### src/rtl/robotron_audio_pkg.sv
// robotron_audio_pkg
// Shared widths, constants and the sample-format conversion used by the
// robotron audio output stage and its sub-modules.
package robotron_audio_pkg;

    localparam int DAC_W = 8;
    localparam int PCM_W = 16;

    localparam logic [DAC_W-1:0] MIDSCALE = 8'h80;

    // Offset-binary DAC code to signed PCM: flipping the MSB recentres the
    // code on zero, and the low byte of padding scales it to full PCM range.
    // 0xFF -> 0x7F00, 0x80 -> 0x0000, 0x00 -> 0x8000.
    function automatic logic signed [PCM_W-1:0] dac_to_pcm(input logic [DAC_W-1:0] code);
        return {~code[DAC_W-1], code[DAC_W-2:0], 8'h00};
    endfunction

endpackage

### src/rtl/robotron_audio_if.sv
// robotron_audio_if
// Groups the sample input, control and audio output signals of the
// robotron audio output stage.
//   dac_in    : offset-binary sample from the sound board (0x80 = midscale)
//   mute      : 1 = fade the filter towards silence
//   atten     : arithmetic right shift applied to the filtered sample
//   pcm_out   : signed filtered PCM sample
//   pcm_valid : one-cycle strobe marking a new pcm_out value
//   pdm_out   : first-order sigma-delta bitstream
// master = the side that supplies samples/controls and consumes audio,
// slave  = the output stage itself.
interface robotron_audio_if;
    import robotron_audio_pkg::*;

    logic        [DAC_W-1:0] dac_in;
    logic                    mute;
    logic        [2:0]       atten;
    logic signed [PCM_W-1:0] pcm_out;
    logic                    pcm_valid;
    logic                    pdm_out;

    modport master (
        output dac_in,
        output mute,
        output atten,
        input  pcm_out,
        input  pcm_valid,
        input  pdm_out
    );

    modport slave (
        input  dac_in,
        input  mute,
        input  atten,
        output pcm_out,
        output pcm_valid,
        output pdm_out
    );

endinterface

### src/rtl/robotron_sigma_delta.sv
// robotron_sigma_delta
// First-order sigma-delta modulator turning a signed W-bit PCM sample into a
// 1-bit density stream (mean density = (pcm ^ MSB) / 2^W).
// Ports:
//   clk     : clock, one modulator step per cycle
//   reset   : synchronous, active-high
//   pcm     : signed two's-complement input sample
//   pdm_out : registered bitstream (carry out of the accumulator)
module robotron_sigma_delta #(
    parameter int W = 16
) (
    input  logic         clk,
    input  logic         reset,
    input  logic [W-1:0] pcm,
    output logic         pdm_out
);

    logic [W-1:0] u_s;
    logic [W:0]   sum_s;
    logic [W-1:0] sd_acc_r;
    logic         pdm_r;

    // Offset the signed sample to unsigned and add it to the error accumulator.
    always_comb begin
        u_s   = pcm ^ {1'b1, {(W-1){1'b0}}};
        sum_s = {1'b0, sd_acc_r} + {1'b0, u_s};
    end

    // Keep the residue, emit the carry as the output bit.
    always_ff @(posedge clk) begin
        if (reset) begin
            sd_acc_r <= '0;
            pdm_r    <= 1'b0;
        end else begin
            sd_acc_r <= sum_s[W-1:0];
            pdm_r    <= sum_s[W];
        end
    end

    assign pdm_out = pdm_r;

endmodule

### src/rtl/robotron_audio_out.sv
// robotron_audio_out
// Output stage for the robotron sound board. Converts the 8-bit offset-binary
// DAC sample into a smoothed, attenuated signed 16-bit PCM stream and a 1-bit
// sigma-delta PDM stream.
// Ports:
//   clk_fast : system clock (same as the sound board)
//   reset    : synchronous, active-high
//   aud      : robotron_audio_if.slave (dac_in, mute, atten in;
//              pcm_out, pcm_valid, pdm_out out)
// Parameters:
//   CE_DIV : clk_fast cycles per filter/PCM update tick (2..256)
//   K      : IIR shift; pole at 1 - 2^-K (1..8)
module robotron_audio_out
    import robotron_audio_pkg::*;
#(
    parameter int CE_DIV = 4,
    parameter int K      = 4
) (
    input  logic             clk_fast,
    input  logic             reset,
    robotron_audio_if.slave  aud
);

    localparam int CNT_W = (CE_DIV > 1) ? $clog2(CE_DIV) : 1;
    localparam int ACC_W = PCM_W + K;
    localparam logic [CNT_W-1:0] CNT_LAST = CNT_W'(CE_DIV - 1);

    logic        [CNT_W-1:0] cnt_r;
    logic                    tick_s;
    logic signed [PCM_W-1:0] x_s;
    logic signed [ACC_W-1:0] acc_r;
    logic signed [ACC_W-1:0] acc_next_s;
    logic signed [PCM_W-1:0] filt_s;
    logic signed [PCM_W-1:0] att_s;
    logic signed [PCM_W-1:0] pcm_r;
    logic                    pcm_valid_r;
    logic                    pdm_s;

    assign tick_s = (cnt_r == CNT_LAST);

    // Tick divider: counts 0..CE_DIV-1 and wraps on the tick cycle.
    always_ff @(posedge clk_fast) begin
        if (reset) begin
            cnt_r <= '0;
        end else if (tick_s) begin
            cnt_r <= '0;
        end else begin
            cnt_r <= cnt_r + CNT_W'(1);
        end
    end

    // Filter target and next filter state. The accumulator holds the output
    // scaled by 2^K, so its equilibrium is acc >>> K == x with no truncation
    // offset; the fraction bits only hold the sub-LSB part of the approach.
    always_comb begin
        if (aud.mute) begin
            x_s = '0;
        end else begin
            x_s = dac_to_pcm(aud.dac_in);
        end
        acc_next_s = acc_r + ACC_W'(x_s) - (acc_r >>> K);
        filt_s     = PCM_W'(acc_next_s >>> K);
        att_s      = filt_s >>> aud.atten;
    end

    // IIR accumulator: updated on ticks only, held otherwise.
    always_ff @(posedge clk_fast) begin
        if (reset) begin
            acc_r <= '0;
        end else if (tick_s) begin
            acc_r <= acc_next_s;
        end else begin
            acc_r <= acc_r;
        end
    end

    // PCM output register and its one-cycle valid strobe.
    always_ff @(posedge clk_fast) begin
        if (reset) begin
            pcm_r       <= '0;
            pcm_valid_r <= 1'b0;
        end else if (tick_s) begin
            pcm_r       <= att_s;
            pcm_valid_r <= 1'b1;
        end else begin
            pcm_r       <= pcm_r;
            pcm_valid_r <= 1'b0;
        end
    end

    robotron_sigma_delta #(
        .W (PCM_W)
    ) u_sigma_delta (
        .clk     (clk_fast),
        .reset   (reset),
        .pcm     (pcm_r),
        .pdm_out (pdm_s)
    );

    assign aud.pcm_out   = pcm_r;
    assign aud.pcm_valid = pcm_valid_r;
    assign aud.pdm_out   = pdm_s;

endmodule

### src/flat_wrapper.sv
// flat-port wrapper written by rule: the top's interface ports become plain ports
module robotron_audio_out_flat import robotron_audio_pkg::*;
#(
    parameter int CE_DIV = 4,
    parameter int K      = 4
)
  (clk_fast, reset, aud_dac_in, aud_mute, aud_atten, aud_pcm_out, aud_pcm_valid, aud_pdm_out);
  robotron_audio_if aud_i ();
  input  logic clk_fast;
  input  logic reset;
  input wire logic [$bits(aud_i.dac_in)-1:0] aud_dac_in;
  input wire logic [$bits(aud_i.mute)-1:0] aud_mute;
  input wire logic [$bits(aud_i.atten)-1:0] aud_atten;
  output wire logic [$bits(aud_i.pcm_out)-1:0] aud_pcm_out;
  output wire logic [$bits(aud_i.pcm_valid)-1:0] aud_pcm_valid;
  output wire logic [$bits(aud_i.pdm_out)-1:0] aud_pdm_out;
  assign aud_i.dac_in = aud_dac_in;
  assign aud_i.mute = aud_mute;
  assign aud_i.atten = aud_atten;
  assign aud_pcm_out = aud_i.pcm_out;
  assign aud_pcm_valid = aud_i.pcm_valid;
  assign aud_pdm_out = aud_i.pdm_out;
  robotron_audio_out #(.CE_DIV(CE_DIV), .K(K)) u_core (.clk_fast(clk_fast), .reset(reset), .aud(aud_i));
endmodule
### config.mk
export PLATFORM = sky130hd
export DESIGN_NAME = robotron_audio_out_flat
export DESIGN_NICKNAME = d
export VERILOG_FILES = /design/src/rtl/robotron_audio_pkg.sv /design/src/rtl/robotron_audio_if.sv /design/src/rtl/robotron_sigma_delta.sv /design/src/rtl/robotron_audio_out.sv /design/src/flat_wrapper.sv
export SDC_FILE = /design/constraint.sdc
export NUM_CORES = 1
export LEC_CHECK = 0
export CAP_MARGIN = 40
export CORE_ASPECT_RATIO = 1.75
export CORE_MARGIN = 2
export CORE_UTILIZATION = 69
export DETAILED_ROUTE_END_ITERATION = 10
export DONT_BUFFER_PORTS = 1
export HOLD_SLACK_MARGIN = 0.03
export PLACE_DENSITY_LB_ADDON = 0.2
export SETUP_SLACK_MARGIN = 0.15
export SYNTH_ARGS = -nofsm -noshare
export SYNTH_HDL_FRONTEND = slang
export SYNTH_SLANG_ARGS = --single-unit
### constraint.sdc
create_clock -name clk_fast -period 7 [get_ports clk_fast]
set_input_delay 1.05 -clock clk_fast [delete_from_list [all_inputs] [get_ports clk_fast]]
set_output_delay 1.05 -clock clk_fast [all_outputs]
set_load 0.02 [all_outputs]
# Yosys cells after proc, flatten, opt, wreduce, memory -nomap -nowiden
# Index checks and enable logic that the tools add are counted.
# classes
n_reduce_logical,1
muxes,2
n_shift,1
bitwise_logic,2
addsub,4
eq_ne,1
# op_table
cell,n
$add A20 B16 Y20,1
$sub A20 B16 Y20,1
$add A16 B16 Y17,1
$mux W16,1
$sshr A16 B3 Y16,1
$add A2 B1 Y2 const B,1
$eq A2 B2 Y1 const B,1
$not A1 Y1,2
$reduce_or A2 Y1,1
$mux W1,1
# totals
word_cells,17
inputBits,14
register_bits,56
output_inout_bits,18

# Longest topological paths before layout
# logic_depth
ltp_word,5
ltp_mapped,14
mapped_depth_nobuf,14

# Hierarchy
# From an unflattened synthesis, not the netlist that was laid out.
# unflattened
hier_cells,518
hier_area_um2,4536.9
# by_module_without_submodules
module,seq_area_each_um2,area_each_um2,cells_per_inst,n_inst
robotron_audio_out,760.7,3269.4,368,1
robotron_sigma_delta,340.3,1267.5,150,1

# Worst setup path before layout
# No wires, ideal clock.
# synth_timing
path_kind,input to register
from,in aud_mute
to,reg u_core.pcm_r[6] (netlist: u_core.aud.pcm_out[6])
setup_slack_ns,2.684
stages,11
path_buffers,0
arrival_ns,4.194
setup_time_ns,0.122
required_ns,6.878
cell_sequence,nand2b_1 > fa_1 > inv_1 > ha_1 > a21o_1 > a221o_1 > or4_4 > a211oi_4 > nor2_2 > mux4_2 > a221o_1
# synth_between
elab_chain_len,4
# synth_rtl
item,line_no,source
start: declaration,flat_wrapper.sv:12,input wire logic [$bits(aud_i.mute)-1:0] aud_mute;
$mux W16,robotron_audio_out.sv:56,if (aud.mute) begin
$add A20 B16 Y20,robotron_audio_out.sv:61,acc_next_s = acc_r + ACC_W'(x_s) - (acc_r >>> K);
$sub A20 B16 Y20,robotron_audio_out.sv:61,
$sshr A16 B3 Y16,robotron_audio_out.sv:63,att_s = filt_s >>> aud.atten;
end signal: assignment,robotron_audio_out.sv:83,pcm_r <= att_s;
end signal: assignment,robotron_audio_out.sv:86,pcm_r <= pcm_r;
end: declaration,robotron_audio_out.sv:35,logic signed [PCM_W-1:0] pcm_r;
# Every way passes these cells.
# A chain may end at the register's enable or synchronous reset.

# Final worst setup path
# layout_timing
from,in aud_mute
to,reg u_core.pcm_r[11] (netlist: u_core.aud.pcm_out[11])
# The elaborated chain is that of the path after synthesis.

==> out/results.ini <==
[sta]
worst_pin_slew_ns=0.8776
slew_headroom=0.4136
hold_violations=0
period_share=0.6088
setup_ws_ns=2.738
final-setup-viol-count=0
tns_ns=0
fin_skew_ns=0.006686
rsz0062_at_grt=false
finalMaxSlewViolations=0
fmax_mhz=234.6
min_period_ns=4.262

[layout]
n_antenna_cell=0
syn_to_final_growth_pct=2.817
final_nets=574
fillers=481
drive_gt1_frac=0.06151
seqCellArea_um2=1101
mostFrequentLayoutCells=nor2_1 (57), dfxtp_1 (55), inv_1 (52), ha_1 (42), a21oi_1 (23)
multi_input_area_um2=3102
final_common_cell=nor2_1
stdcell_area_um2=4612

[routing]
routed_wl_um=9794
wl_per_cell_um=16.77
vias_per_cell=6.318
drt_iter0_drc=152
drtPass1Iterations=5
drcViolationCount=0
ant_nets=0
vias=3690

[synthesis]
synth_nets=589
avgSynthCellArea_um2=8.643
seq_area_frac_synth=0.2455
synth-edff-count=0
synthCells=519
ys_seq_elements=55
ys_async_sr_fraction=0
synth_cell_types=67
synth_area_um2=4486
ys_dominant_reg_cell=dfxtp_1
synth_warnings=0

[global_route]
grt_pass1_wl_um=16780
grt_antenna_before_repair=0
grt_pass1_vias=3744
overflow=0
grt_max_degree=58
grt_util_all_layers=0.2917

[clocking]
clk_latency_ns=0.31
cts_setup_buffers=0
cts_sinks=55
clockRootBuffer=clkbuf_8
cts-resized-gates=0
cts_hold_buf=0
cts.clk_slew.worst_paths_ns=0.10
h-tree-depth=2
ctsLongestPathBuffers=2
cts_tree=built
numCtsBuffers=5

[floorplan]
num_rows=38
die_h_um=110.7
io_pins=32
start_util=0.7202
coreArea_um2=6228
die_x_um=64.95
die-area_um2=7187

[critical_path]
crit_path_end_kind=flip-flop
crit_family=compound AO/OA/AOI/OAI gates
crit_fanout=8
crit_required_ns=7.23
critPathKind=in -> reg
critPathMaxStageDelay_ns=0.49
worst_setup_path_start_kind=primary input
path_cells=nand2b_1, fa_1, inv_1, ha_1, and4_1, a221oi_1, o21ai_0, o41ai_1, xor2_1, a21bo_2, a2111o_1, a311oi_1
path_buf_inv=1
cp_slowest_cell=fa_1
cp.arrival_ns=4.50

[power]
leakagePower_nw=1.908
power.total_w=0.001297
irDropWorstVdd_mv=0.1741
power.density_nw_per_um2=281.2

[hold_path]
hp-class=reg -> reg

[placed_design]
io_buffer_count=0
gp_congestion=0.9101
pre_cts_slack_ns=2.517
place.detailed.hpwl_um=7529
dpl_cell_area_um2=4506

[status]
run_status=finished clean

[job]
maxCapViolations=0

[flip-flops by register name, indices dropped and copies added (netlist names)]
register and cells:
u_core.cnt_r 2, u_core.aud.pcm_out 16, u_core.u_sigma_delta.pdm_out 1, u_core.acc_r 19
u_core.u_sigma_delta.sd_acc_r 16, u_core.aud.pcm_valid 1
[routing by layer]
metal	global-route usage	vias up	share of wire
li1	-	1815	-
met1	0.3194	1746	0.38
met2	0.5285	100	0.53
met3	0.04569	29	0.055
met4	0.1404	0	0.033
met5	0	-	0
[report_power, final]
part	leakage [nW]	internal, W	total [W]	switching (W)
Combinational	1.41	0.000313	0.000714	0.000400
Clock	0.0502	0.000105	0.000214	0.000109
Sequential	0.446	0.000340	0.000369	0.0000297
[path summary, 6_finish.rpt]
kind | startpoint | to | slack (ns) | cells after the start
setup / recovery | aud_mute | u_core.aud.pcm_out[11]$_SDFFE_PP0P_ | 2.74 | 12
hold / removal | u_core.cnt_r[0]$_SDFF_PP0_ | u_core.cnt_r[0]$_SDFF_PP0_ | 0.44 | 1
setup reg to reg | u_core.acc_r[10]$_SDFFE_PP0P_ | u_core.aud.pcm_out[11]$_SDFFE_PP0P_ | 3.13 | 12
hold reg to reg | u_core.cnt_r[0]$_SDFF_PP0_ | u_core.cnt_r[0]$_SDFF_PP0_ | 0.44 | 1
[cells in the mapped netlist, types with 4 or more instances]
cell type | n | area (um2)
a211oi_1 | 10 | 75.07
ha_1 | 43 | 538.0
nor3b_1 | 9 | 67.56
xnor2_1 | 11 | 96.34
inv_1 | 52 | 195.2
o21a_1 | 4 | 30.03
a211o_1 | 5 | 43.79
nand2b_1 | 15 | 93.84
mux4_2 | 9 | 202.7
nor3_1 | 15 | 75.07
nand3_1 | 14 | 70.07
nor2b_1 | 10 | 62.56
a21oi_1 | 23 | 115.1
nor2_1 | 57 | 214.0
mux2i_1 | 21 | 210.2
xor2_1 | 12 | 105.1
o211ai_1 | 5 | 37.54
clkbuf_1 | 19 | 71.32
nand2_1 | 21 | 78.83
and2_1 | 5 | 31.28
a21o_1 | 7 | 52.55
o21ai_0 | 15 | 75.07
dfxtp_1 | 55 | 1101
a21boi_0 | 5 | 37.54
fa_1 | 13 | 260.3
[layout make-up]
class,instances,share of cell area
clock inverters,2,0.008139
repair buffers,1,0.001628
inverters,52,0.04232
well taps,80,0.02170
multi-input cells,389,0.6725
clock buffers,5,0.01492
flip-flops and latches,55,0.2387
[worst reg2reg max path, delay by kind of cell (launching register included)]
kind            cells  cell delay [ns]
compound gates      7             2.18
fa+ha+maj           2             0.87
flops               1             0.35
xor+xnor            1             0.27
buf+inv             2             0.13
[kinds of logic (layout without fill, tap and decap cells)]
group	count (synthesis)	in the layout	synth area share
XOR/XNOR	23	23	0.04491
multiplexers	30	30	0.09205
adder cells (fa/ha/maj)	56	56	0.1780
AND/OR/NAND/NOR	166	166	0.1888
buffers and inverters	75	60	0.06360
AO/OA/AOI/OAI	114	114	0.1872
flip-flops	55	55	0.2455
[through the flow]
stage / cells / utilization / hold WS [ns]
6_report: 584 / 0.7405 / 0.4369
5_1_grt: 584 / 0.7405 / 0.4633
4_1_cts: 584 / 0.7405 / 0.4370
3_5_place_dp: 577 / 0.7234 / 0.4232
3_3_place_gp: 577 / 0.7234 / 0.4174
2_1_floorplan: 519 / - / 0.4043
(Power assumes the default switching activity.)
